==> src/rtl/prog_sequencer_pkg.sv <==
// Shared definitions for the program sequencer: state encoding and the
// default widths used by the core top level and the instruction ROM.
package prog_sequencer_pkg;

    localparam int PC_W_DEF  = 12;
    localparam int CNT_W_DEF = 16;

    localparam int STATE_W = 2;
    localparam logic [STATE_W-1:0] ST_IDLE  = 2'd0;
    localparam logic [STATE_W-1:0] ST_RUN   = 2'd1;
    localparam logic [STATE_W-1:0] ST_STALL = 2'd2;
    localparam logic [STATE_W-1:0] ST_DONE  = 2'd3;

    // Wide enough for the largest supported WAIT_STATES (15).
    localparam int WAIT_W = 4;

endpackage

==> src/rtl/prog_sequencer_stall_counter.sv <==
// Loadable down-counter that times the wait states of a memory instruction.
module stall_counter #(
    parameter int W = 4
) (
    input  logic         clk,
    input  logic         reset,
    input  logic         load,
    input  logic [W-1:0] load_val,
    input  logic         dec,
    output logic [W-1:0] count,
    output logic         last
);

    logic [W-1:0] count_q;
    logic [W-1:0] count_d;

    always_comb begin
        // NOTE: every combinational output gets a default first so no latch is inferred.
        count_d = count_q;
        if (load) begin
            count_d = load_val;
        end else if (dec && (count_q != '0)) begin
            count_d = count_q - W'(1);
        end
    end

    // NOTE: state flops use non-blocking assignments so all flops update together.
    always_ff @(posedge clk or negedge reset) begin
        if (!reset) begin
            count_q <= '0;
        end else begin
            count_q <= count_d;
        end
    end

    assign count = count_q;
    assign last  = (count_q == W'(1));

endmodule

==> src/rtl/prog_sequencer.sv <==
// Program sequencer: drives the fetch address, gates execution, inserts
// memory wait states and counts the cycles of each run.
module prog_sequencer
    import prog_sequencer_pkg::*;
#(
    parameter int                PC_W        = PC_W_DEF,
    parameter logic [PC_W-1:0]   START_ADDR  = '0,
    parameter int                WAIT_STATES = 1,
    parameter int                CNT_W       = CNT_W_DEF
) (
    input  logic             clk,
    input  logic             reset,
    input  logic             req,
    input  logic             halt_instr,
    input  logic             mem_op,
    input  logic             branch_taken,
    input  logic             branch_abs,
    input  logic [PC_W-1:0]  target,
    output logic [PC_W-1:0]  prog_ctr,
    output logic             instr_valid,
    output logic             busy,
    output logic             done,
    output logic [CNT_W-1:0] cycle_count
);

    logic [STATE_W-1:0] state_q, state_d;
    logic [PC_W-1:0]    pc_q, pc_d;
    logic [PC_W-1:0]    lat_pc_q, lat_pc_d;
    logic [CNT_W-1:0]   cnt_q, cnt_d;
    logic [PC_W-1:0]    next_pc;
    logic [CNT_W-1:0]   cnt_inc;
    logic               wc_load, wc_dec, wc_last;
    logic [WAIT_W-1:0]  wc_val, wc_count;

    // A same-width add is the sign-extended relative add modulo 2**PC_W.
    always_comb begin
        next_pc = pc_q + PC_W'(1);
        if (branch_taken) begin
            next_pc = branch_abs ? target : (pc_q + target);
        end
    end

    assign cnt_inc = (cnt_q == '1) ? cnt_q : (cnt_q + CNT_W'(1));

    always_comb begin
        state_d  = state_q;
        pc_d     = pc_q;
        lat_pc_d = lat_pc_q;
        cnt_d    = cnt_q;
        wc_load  = 1'b0;
        wc_val   = '0;
        wc_dec   = 1'b0;
        case (state_q)
            ST_IDLE: begin
                if (req) begin
                    state_d = ST_RUN;
                    pc_d    = START_ADDR;
                    cnt_d   = '0;
                end
            end
            ST_RUN: begin
                cnt_d = cnt_inc;
                if (!req) begin
                    state_d = ST_IDLE;
                end else if (halt_instr) begin
                    state_d = ST_DONE;
                end else if (mem_op && (WAIT_STATES > 0)) begin
                    state_d  = ST_STALL;
                    lat_pc_d = next_pc;
                    wc_load  = 1'b1;
                    wc_val   = WAIT_W'(WAIT_STATES);
                end else begin
                    pc_d = next_pc;
                end
            end
            ST_STALL: begin
                cnt_d  = cnt_inc;
                wc_dec = 1'b1;
                if (!req) begin
                    state_d = ST_IDLE;
                    wc_load = 1'b1;
                end else if (wc_last) begin
                    state_d = ST_RUN;
                    pc_d    = lat_pc_q;
                end
            end
            ST_DONE: begin
                if (!req) begin
                    state_d = ST_IDLE;
                end
            end
            default: state_d = ST_IDLE;
        endcase
    end

    always_ff @(posedge clk or negedge reset) begin
        if (!reset) begin
            state_q  <= ST_IDLE;
            pc_q     <= START_ADDR;
            lat_pc_q <= START_ADDR;
            cnt_q    <= '0;
        end else begin
            state_q  <= state_d;
            pc_q     <= pc_d;
            lat_pc_q <= lat_pc_d;
            cnt_q    <= cnt_d;
        end
    end

    stall_counter #(.W(WAIT_W)) u_stall_counter (
        .clk      (clk),
        .reset    (reset),
        .load     (wc_load),
        .load_val (wc_val),
        .dec      (wc_dec),
        .count    (wc_count),
        .last     (wc_last)
    );

    assign prog_ctr    = pc_q;
    assign instr_valid = (state_q == ST_RUN);
    assign busy        = (state_q == ST_RUN) || (state_q == ST_STALL);
    assign done        = (state_q == ST_DONE);
    assign cycle_count = cnt_q;

endmodule

==> config.mk <==
export PLATFORM = sky130hd
export DESIGN_NAME = prog_sequencer
export DESIGN_NICKNAME = d
export VERILOG_FILES = /design/src/rtl/prog_sequencer_pkg.sv /design/src/rtl/prog_sequencer_stall_counter.sv /design/src/rtl/prog_sequencer.sv
export SDC_FILE = /design/constraint.sdc
export NUM_CORES = 1
export LEC_CHECK = 0
export BUFFER_PORTS_ARGS = -buffer_cell sky130_fd_sc_hd__buf_2
export CORE_ASPECT_RATIO = 0.9
export CORE_MARGIN = 2
export CORE_UTILIZATION = 50
export DETAILED_ROUTE_END_ITERATION = 6
export GPL_TIMING_DRIVEN = 0
export PLACE_DENSITY = 0.75
export SLEW_MARGIN = 20
export SYNTH_ARGS = -nofsm -noshare
export SYNTH_HDL_FRONTEND = slang
export SYNTH_SLANG_ARGS = --single-unit
==> constraint.sdc <==
create_clock -name clk -period 4.6 [get_ports clk]
set_input_delay 0.69 -clock clk [delete_from_list [all_inputs] [get_ports clk]]
set_output_delay 0.69 -clock clk [all_outputs]
set_load 0.005 [all_outputs]
# ---- Yosys cells after proc, flatten, opt, wreduce, memory -nomap -nowiden
# Index checks and enable logic that the tools add are counted.
dict set report totals {
  reg_bits 46
  output_inout_bits 31
  elab_cells 69
}
dict set report op_classes {
  n_addsub 4
  n_eq_ne 15
  mux 32
  n_bitwise 1
  reduce_logical 12
}
# op count
set op_table {}
lappend op_table {{12-bit 2-to-1 mux} 8}
lappend op_table {{12-bit case mux with 3 select lines} 1}
lappend op_table {{16-bit 2-to-1 mux} 2}
lappend op_table {{16-bit case mux with 2 select lines} 1}
lappend op_table {{16-bit by 1-bit adder with 16-bit output, second input constant} 1}
lappend op_table {{16-bit == test, second input constant} 1}
lappend op_table {{2-bit 2-to-1 mux} 7}
lappend op_table {{2-bit != test, second input constant} 7}
lappend op_table {{12-bit by 1-bit adder with 12-bit output, second input constant} 1}
lappend op_table {{12-bit adder} 1}
lappend op_table {{1-bit 2-to-1 mux} 9}
lappend op_table {{4-bit 2-to-1 mux} 2}
lappend op_table {{2-bit case mux with 4 select lines} 1}
lappend op_table {{4-bit AND reduction} 2}
lappend op_table {{7-bit AND reduction} 1}
lappend op_table {{2-bit == test, second input constant} 2}
lappend op_table {{4-bit by 1-bit == test with 1-bit output, second input constant} 1}
lappend op_table {{4-bit != test, second input constant} 1}
lappend op_table {{2-bit nonzero test} 2}
lappend op_table {{4-bit nonzero test} 1}
lappend op_table {{4-bit by 1-bit subtractor with 4-bit output, second input constant} 1}
lappend op_table {{3-bit by 2-bit != test with 1-bit output, second input constant} 1}
lappend op_table {{3-bit AND reduction} 1}
lappend op_table {{3-bit nonzero test} 1}
lappend op_table {{8 further kinds} 8}

# ---- Depth between registers and ports, before layout
# Gate-level depths: netlist of run 1.
dict set report logic_depth {
  word_depth 7
  mapped_depth 9
  mapped_depth_nobuf 8
}

# ---- By module
# Synthesis of run 1 repeated with hierarchy kept, for this count alone.
dict set report unflattened {
  hier_cells 390
  area_unflattened_um2 3357.0
}
# module instances cells_each area_per_inst_um2 seq_area_each_um2
set modules_own_cells {}
lappend modules_own_cells {prog_sequencer 1 361 3074.2 1051.0}
lappend modules_own_cells {stall_counter 1 29 282.8 100.1}

# ---- Worst setup path after synthesis of run 1
# Ideal clock, no wire load.
dict set report synth_path {
  path_type {input port to flip-flop}
  startpoint {input target[0]}
  endpoint {register pc_q[6], in the netlist prog_ctr[6]}
  t_arrival_ns 2.375
  slack_ns 2.138
  cell_stages 8
  n_path_buf 0
  cell_sequence {ha_1 fa_1 a21o_1 a311oi_1 nor2_1 o311ai_1 o21ai_0 o211ai_1}
}
dict set report synth_between {
  elab_chain_cells 7
}
# item line
set synth_rtl {}
lappend synth_rtl {{start: declaration} prog_sequencer.sv:18} ;# input logic [PC_W-1:0] target,
lappend synth_rtl {{12-bit adder} prog_sequencer.sv:39} ;# next_pc = branch_abs ? target : (pc_q + target);
lappend synth_rtl {{12-bit 2-to-1 mux} prog_sequencer.sv:39}
lappend synth_rtl {{12-bit 2-to-1 mux} prog_sequencer.sv:38} ;# if (branch_taken) begin
lappend synth_rtl {{12-bit 2-to-1 mux} prog_sequencer.sv:67} ;# end else if (mem_op && (WAIT_STATES > 0)) begin
lappend synth_rtl {{12-bit 2-to-1 mux} prog_sequencer.sv:65} ;# end else if (halt_instr) begin
lappend synth_rtl {{12-bit 2-to-1 mux} prog_sequencer.sv:63} ;# if (!req) begin
lappend synth_rtl {{12-bit case mux with 3 select lines} prog_sequencer.sv:53} ;# case (state_q)
lappend synth_rtl {{end signal: assignment} prog_sequencer.sv:104} ;# pc_q <= pc_d;
lappend synth_rtl {{end: declaration} prog_sequencer.sv:27} ;# logic [PC_W-1:0] pc_q, pc_d;
# No other way between the ends. The select of a mux whose other input is x is not followed.
# A chain may end at the register's enable or synchronous reset.

# ---- Worst setup path in the final report of run 1
dict set report layout_path {
  startpoint {register pc_q[0], in the netlist prog_ctr[0]}
  endpoint {register pc_q[10], in the netlist prog_ctr[10]}
}
dict set report layout_between {
  elab_chain_cells 7
}
# item line
set layout_rtl {}
lappend layout_rtl {{12-bit adder} prog_sequencer.sv:39}
lappend layout_rtl {{12-bit 2-to-1 mux} prog_sequencer.sv:39}
lappend layout_rtl {{12-bit 2-to-1 mux (*)} prog_sequencer.sv:38}
lappend layout_rtl {{12-bit 2-to-1 mux (*)} prog_sequencer.sv:67}
lappend layout_rtl {{12-bit 2-to-1 mux (*)} prog_sequencer.sv:65}
lappend layout_rtl {{12-bit 2-to-1 mux (*)} prog_sequencer.sv:63}
lappend layout_rtl {{12-bit case mux with 3 select lines (*)} prog_sequencer.sv:53}
# Every way passes the cells marked *; elsewhere a longest branch is shown, timed or not. The select of a mux whose other input is x is not followed.

==> flow_summary.json, run 1 <==
{
  "status": "completed",
  "worstMarginPinSlew_ns": 0.5733,
  "postSynthAreaPerCell_sq_um": 8.504,
  "final_cells": 522,
  "nets": 473,
  "wire_per_inst_microns": 14.45,
  "hold-worst-slack_ns": 0.3670,
  "power_frac_seq_pct": 34.5,
  "areaGrowthSynthToFinish_pct": 14.40,
  "hp-class": "input pin to async pin",
  "yosysTopAreaCellShare_pct": 35.71,
  "cts_buffers": 5,
  "powerDensity_mw_per_mm2": 522.5,
  "drv_cap": 0,
  "grt_pass1_vias": 2701,
  "rrSetupSlack_ns": 2.04,
  "initial_core_util_pct": 52.14,
  "ioPinCount": 50,
  "setup_viol": 0,
  "wirelength_microns": 7543,
  "critPathKind": "flop to flop",
  "p_comb_share_pct": 49.5,
  "critPathMaxFanout": 7,
  "first_pass_iters": 5,
  "p_switching_mw": 0.8358,
  "synth.distinct_cells": 51,
  "hpwlAfterDp_microns": 5603,
  "cts.path.max_buffers": 2,
  "slew_violations": 0,
  "synthTopCellsByArea": "dfrtp_1, ha_1, nand2_1",
  "async_reset_ff_share_pct": 100.0,
  "dp.cells": 514,
  "clk_latency_ns": 0.31,
  "cts_resized": 0,
  "cts_root_buf": "clkbuf_8",
  "r2r-end": "prog_ctr[10]",
  "syn_inst": 379,
  "dieArea_sq_mm": 0.007105,
  "layout-drive-gt1-share_pct": 17.47,
  "r2r-start": "prog_ctr[0]",
  "ir_worst_vdd_mv": 0.1892,
  "final_hold_viol_count": 0,
  "yosysTopAreaCell": "dfrtp_1",
  "viasPerCell": 5.782,
  "synth_ff_type": "dfrtp_1",
  "ant_nets": 0,
  "crit_start": "prog_ctr[0]",
  "yosys.cell_count.top_type": "nand2_1",
  "end_kind": "flop",
  "grt_max_degree": 47,
  "post-route-period-util_pct": 55.61,
  "io_buffers": 48,
  "rsz0062_at_grt": "false",
  "synth_nets": 418,
  "rr_worst_depth": 8,
  "final_util_pct": 59.64,
  "grt_usage_pct": 22.38,
  "cts.clk_slew.worst_paths_ns": 0.09,
  "cp-endpoint": "prog_ctr[10]",
  "cp-start-kind": "flop",
  "power.total_mw": 1.927,
  "cp.required_ns": 4.78,
  "htreeDepth": 2,
  "fin_setup_tns_ns": 0,
  "placeableCoreArea_sq_mm": 0.006182,
  "cts_tree": "built",
  "grt.overflow.total": 0,
  "gp_congestion": 0.8929,
  "vias": 3018,
  "clock-sinks": 46,
  "dieHeight_microns": 80.17,
  "cts_hold_buf": 0,
  "worst_clock_skew_ns": 0.008044,
  "ys_seq_area_share_pct": 35.71,
  "grt_pass1_wl_microns": 12680,
  "drt_iter0_drc": 246,
  "power.leakage_nw": 1.733,
  "n_fill_cell": 595,
  "yosysWarnings": 0,
  "maxSlewHeadroom_pct": 60.69,
  "swShare_pct": 43.38,
  "post_cts_buffers": 0,
  "worstPathArrival_ns": 2.74,
  "num_rows": 27,
  "drc": 0,
  "synth-seq-cells": 46,
  "finalCriticalPeriod_ns": 2.558,
  "p_int_mw": 1.091,
  "antenna_found_initial": 0,
  "insertedDiodeCount": 0,
  "die_w_microns": 88.63,
  "clockPowerShare_pct": 16.0,
  "synth_edf_count": 0,
  "timing.fmax_mhz": 390.9,
  "synth_area_sq_mm": 0.003223,
  "synth_common_cells": "nand2_1, dfrtp_1, nor2_1, o21ai_0, a21oi_1"
}
## registers in the layout (all words and copies together), names as in the netlist
register and cells:
cycle_count 16, lat_pc_q 12, prog_ctr 12, state_q 2, u_stall_counter.count 4
## layout by cell type, fill, tap and decap left out, drive strengths merged, types with 6 or more instances in the layout
cell type	count
nand3	17
buf	57
ha	19
a21oi	22
mux2	7
nand4	9
dfrtp	46
mux2i	6
o21ai	28
o31ai	9
xnor2	13
xor2	14
inv	12
nand2	49
nor3	14
clkbuf	11
nor2	39
## power by group through the flow
| stage | Clock, mW | Combinational [mW] | Sequential (mW) |
|---|---|---|---|
| finish | 0.309 | 0.953 | 0.665 |
| global route | 0.334 | 1.08 | 0.686 |
| CTS | 0.314 | 0.952 | 0.664 |
| detailed placement | 0 | 0.945 | 0.673 |
| global placement | 0 | 0.921 | 0.667 |
| floorplan | 0 | 0.696 | 0.645 |
## per-stage QoR
step	worst slack, ns	instance area [sq um]
2_1_floorplan	2.138	3223
3_3_place_gp	1.745	3572
3_5_place_dp	1.750	3572
4_1_cts	2.042	3685
5_1_grt	1.926	3687
6_report	2.042	3687
## critical path, cell delays in order (launching register included)
cell,delay [ns]
dfrtp_1,0.47
ha_1,0.25
fa_1,0.40
a21o_1,0.23
a311oi_1,0.28
nor2_1,0.16
nor4b_1,0.17
nor3_1,0.33
o31ai_1,0.13
## cell families (layout without fill, tap and decap cells)
group / Yosys count / count (layout) / share of synthesized area, %
buffers and inverters: 26 / 82 / 3.300
adder cells (fa/ha/maj): 20 / 20 / 7.997
AO/OA/AOI/OAI: 99 / 99 / 19.64
XOR/XNOR: 27 / 27 / 7.337
multiplexers: 13 / 13 / 4.425
AND/OR/NAND/NOR: 148 / 148 / 21.58
flip-flops: 46 / 46 / 35.71
## per-layer routing
| layer | vias to the layer above | track usage (%) | part of all wire (%) |
|---|---|---|---|
| li1 | 1472 | - | - |
| met1 | 1456 | 33.18 | 50 |
| met2 | 78 | 32.91 | 44 |
| met3 | 12 | 4.111 | 4.9 |
| met4 | 0 | 6.515 | 1.2 |
| met5 | - | 0 | 0 |
## cell type report
class | instances | area [sq um] | area share, %
Multi-Input combinational cell | 307 | 1966 | 53.31
Inverter | 11 | 41.29 | 1.120
Sequential cell | 46 | 1151 | 31.22
Buffer | 15 | 65.06 | 1.765
Tap cell | 87 | 108.9 | 2.952
Clock inverter | 3 | 43.79 | 1.188
Timing Repair Buffer | 48 | 242.7 | 6.583
Clock buffer | 5 | 68.82 | 1.866
## worst min path at each step
stage / startpoint / endpoint / slack [ns]
final: reset / u_stall_counter.count[2] / 0.37
after global routing: reset / prog_ctr[4] / 0.42
after CTS: lat_pc_q[7] / lat_pc_q[7] / 0.49
after detailed placement: lat_pc_q[10] / lat_pc_q[10] / 0.47
after global placement: lat_pc_q[7] / lat_pc_q[7] / 0.46
after floorplan: reset / cycle_count[0] / 0.39
No activity file was read; power rests on OpenSTA's default activity.
==> run 2: changes to the inputs <==
--- a/config.mk
+++ b/config.mk
@@ -5,13 +5,14 @@
 export SDC_FILE = /design/constraint.sdc
 export NUM_CORES = 1
 export LEC_CHECK = 0
+export ABC_AREA = 1
 export BUFFER_PORTS_ARGS = -buffer_cell sky130_fd_sc_hd__buf_2
 export CORE_ASPECT_RATIO = 0.9
 export CORE_MARGIN = 2
 export CORE_UTILIZATION = 50
 export DETAILED_ROUTE_END_ITERATION = 6
 export GPL_TIMING_DRIVEN = 0
-export PLACE_DENSITY = 0.75
+export PLACE_DENSITY = 0.74
 export SLEW_MARGIN = 20
 export SYNTH_ARGS = -nofsm -noshare
 export SYNTH_HDL_FRONTEND = slang
==> constraint.sdc (replaced) <==
create_clock -name clk -period 2.65 [get_ports clk]
set_input_delay 0.3975 -clock clk [delete_from_list [all_inputs] [get_ports clk]]
set_output_delay 0.3975 -clock clk [all_outputs]
set_load 0.005 [all_outputs]
==> run 2 against run 1 <==
  * Critical path depth is 6 higher
  * Highest routed layer unchanged
  * Clock power rose by 44%
  * Worst setup slack worse by 1.7 ns
  * Via count increased by 16%
  * Die area up 8.1%
  * Maximum frequency rose by 13%
  * First-iteration DRC count down 23%
  * Core utilization shrank 0.49 points
  * Sequential power rose by 68%
  * Synthesized area rose by 8.5%
  * Count of clock-buffer cells in the layout grew 2
  * Register-to-register slack lost 1.7 ns
==> flow_summary.json, run 2 <==
{
  "status": "completed",
  "postSynthAreaPerCell_sq_um": 6.815,
  "cts_hold_buf": 0,
  "largest_register_ffs": 16,
  "crit_path_top_delay_cell": "fa_1",
  "crit_start": "prog_ctr[0]",
  "synthTopCellsByArea": "dfrtp_1, nand2_1, ha_1",
  "dieArea_sq_mm": 0.007678,
  "worstPathArrival_ns": 2.46,
  "critical_path.max_stage_delay_ns": 0.47,
  "rsz0062_at_grt": "false",
  "cts_tree": "built",
  "yosysTopAreaCell": "dfrtp_1",
  "synth_ff_type": "dfrtp_1",
  "setup_viol": 0,
  "syn_inst": 513,
  "antenna_found_initial": 0,
  "synth_area_sq_mm": 0.003496,
  "synth_common_cells": "nand2_1, inv_1, dfrtp_1, nand3_1, nor2_1",
  "critPathKind": "flop to flop",
  "yosysWarnings": 0,
  "fin_setup_tns_ns": 0,
  "async_reset_ff_share_pct": 100.0,
  "first_pass_iters": 5,
  "die_w_microns": 92.14,
  "final_cell_mix": "nand2_1, inv_1, buf_2, dfrtp_1, nand3_1",
  "initial_core_util_pct": 52.52,
  "grt_pass1_vias": 3085,
  "gp_congestion": 0.9330,
  "synth-seq-cells": 46,
  "ant_nets": 0,
  "nets": 606,
  "wire_per_inst_microns": 13.02,
  "viasPerCell": 5.333,
  "timing.fmax_mhz": 442.2,
  "post_cts_buffers": 0,
  "layout-drive-gt1-share_pct": 14.44,
  "cts_buffers": 5,
  "cts.path.max_buffers": 2,
  "areaGrowthSynthToFinish_pct": 12.63,
  "synth_nets": 552,
  "vias": 3509,
  "num_rows": 28,
  "dieHeight_microns": 83.33,
  "power.total_mw": 3.524,
  "grt_max_degree": 47,
  "grt.overflow.total": 0,
  "end_kind": "flop",
  "drt_iter0_drc": 190,
  "drv_cap": 0,
  "worstMarginPinSlew_ns": 0.5753,
  "synth.distinct_cells": 37,
  "drc": 0,
  "cp.required_ns": 2.85,
  "path_cells": "ha_1 -> fa_1 -> nand2_1 -> nand3_1 -> nand3_1 -> nand2_1 -> nand2_1 -> nand3_1 -> nand2_1 -> o21ai_0 -> nand2_1 -> nand2_1 -> nand2_1 -> nand2_1",
  "finalCriticalPeriod_ns": 2.262,
  "insertedDiodeCount": 0,
  "ys_seq_area_share_pct": 32.93,
  "rr_worst_depth": 14,
  "slew_violations": 0,
  "final_cells": 658,
  "rrSetupSlack_ns": 0.39,
  "critPathMaxFanout": 5,
  "maxSlewHeadroom_pct": 61.65,
  "grt_pass1_wl_microns": 14320,
  "power.leakage_nw": 2.079,
  "io_buffers": 47,
  "clk_latency_ns": 0.30,
  "dp.cells": 650,
  "yosysTopAreaCellShare_pct": 32.93,
  "hp-class": "input pin to async pin",
  "grt_usage_pct": 22.52,
  "cp-endpoint": "prog_ctr[8]",
  "final_hold_viol_count": 0,
  "cp-start-kind": "flop",
  "post-route-period-util_pct": 85.34,
  "cts_resized": 0,
  "final_common_cell": "nand2_1",
  "wirelength_microns": 8567,
  "cts_root_buf": "clkbuf_8",
  "cts.clk_slew.worst_paths_ns": 0.08,
  "worst_clock_skew_ns": 0.005618,
  "yosys.cell_count.top_type": "nand2_1",
  "ir_worst_vdd_mv": 0.5244,
  "hpwlAfterDp_microns": 6682,
  "crit_path_frequent_cell": "nand2_1",
  "clock-sinks": 46,
  "hold-worst-slack_ns": 0.08270,
  "n_fill_cell": 638,
  "r2r-end": "prog_ctr[8]",
  "placeableCoreArea_sq_mm": 0.006656,
  "r2r-start": "prog_ctr[0]",
  "powerDensity_mw_per_mm2": 895.0,
  "synth_edf_count": 0,
  "htreeDepth": 2,
  "ioPinCount": 50
}
## run 2: through the flow
stage	setup slack [ns]	area (sq um)	util, %
6_report	0.3884	3938	59.15
5_1_grt	0.2194	3938	59.15
4_1_cts	0.4146	3935	59.12
3_5_place_dp	0.3620	3844	57.74
3_3_place_gp	0.3844	3844	57.74
2_1_floorplan	0.7499	3496	-
## run 2: metal layers
| layer | global-route usage (%) | wire [microns] | up-vias |
|---|---|---|---|
| li1 | - | - | 1778 |
| met1 | 34.30 | 4395 | 1641 |
| met2 | 33.76 | 3737 | 79 |
| met3 | 3.358 | 341 | 11 |
| met4 | 5.156 | 93 | 0 |
| met5 | 0 | 0 | - |
## run 2: final cells by class
| class | count | area, sq um | area share [%] |
|---|---|---|---|
| Buffer | 11 | 68.82 | 1.748 |
| Clock buffer | 7 | 86.33 | 2.193 |
| Clock inverter | 1 | 5.005 | 0.1271 |
| Inverter | 59 | 224.0 | 5.688 |
| Multi-Input combinational cell | 397 | 2052 | 52.11 |
| Sequential cell | 46 | 1151 | 29.23 |
| Tap cell | 90 | 112.6 | 2.860 |
| Timing Repair Buffer | 47 | 237.7 | 6.037 |
## run 2: power breakdown
part / internal (mW) / leakage [nW] / total (mW) / switching, mW
Clock: 0.211 / 0.0482 / 0.445 / 0.234
Combinational: 0.704 / 1.42 / 1.96 / 1.26
Sequential: 0.919 / 0.610 / 1.12 / 0.200
Total: 1.83 / 2.08 / 3.52 / 1.69
## run 2: worst min path at each step
stage	start	slack, ns	to
3_5_place_dp	lat_pc_q[7]	0.47	lat_pc_q[7]
6_report	reset	0.08	prog_ctr[10]
4_1_cts	reset	0.31	lat_pc_q[10]
2_1_floorplan	reset	0.10	cycle_count[0]
5_1_grt	reset	0.14	prog_ctr[11]
3_3_place_gp	lat_pc_q[8]	0.47	lat_pc_q[8]
## run 2: worst max-delay path, delay by kind of cell, from the launching register on
kind,cells,cell delay (ns)
flops,1,0.44
compound gates,1,0.13
simple gates,11,0.85
fa+ha+maj,2,0.74
## run 2: logic make-up (layout without fill, tap and decap cells)
group                      Yosys count  count (layout)  synth area share, %
AOI/OAI and AO/OA                   75              75                12.42
and+or+nand+nor                    288             288                35.40
adders and majority gates           20              20                7.373
buffers and inverters               70             125                8.375
xor gates and xnor gates            14              14                3.507
DFF                                 46              46                32.93
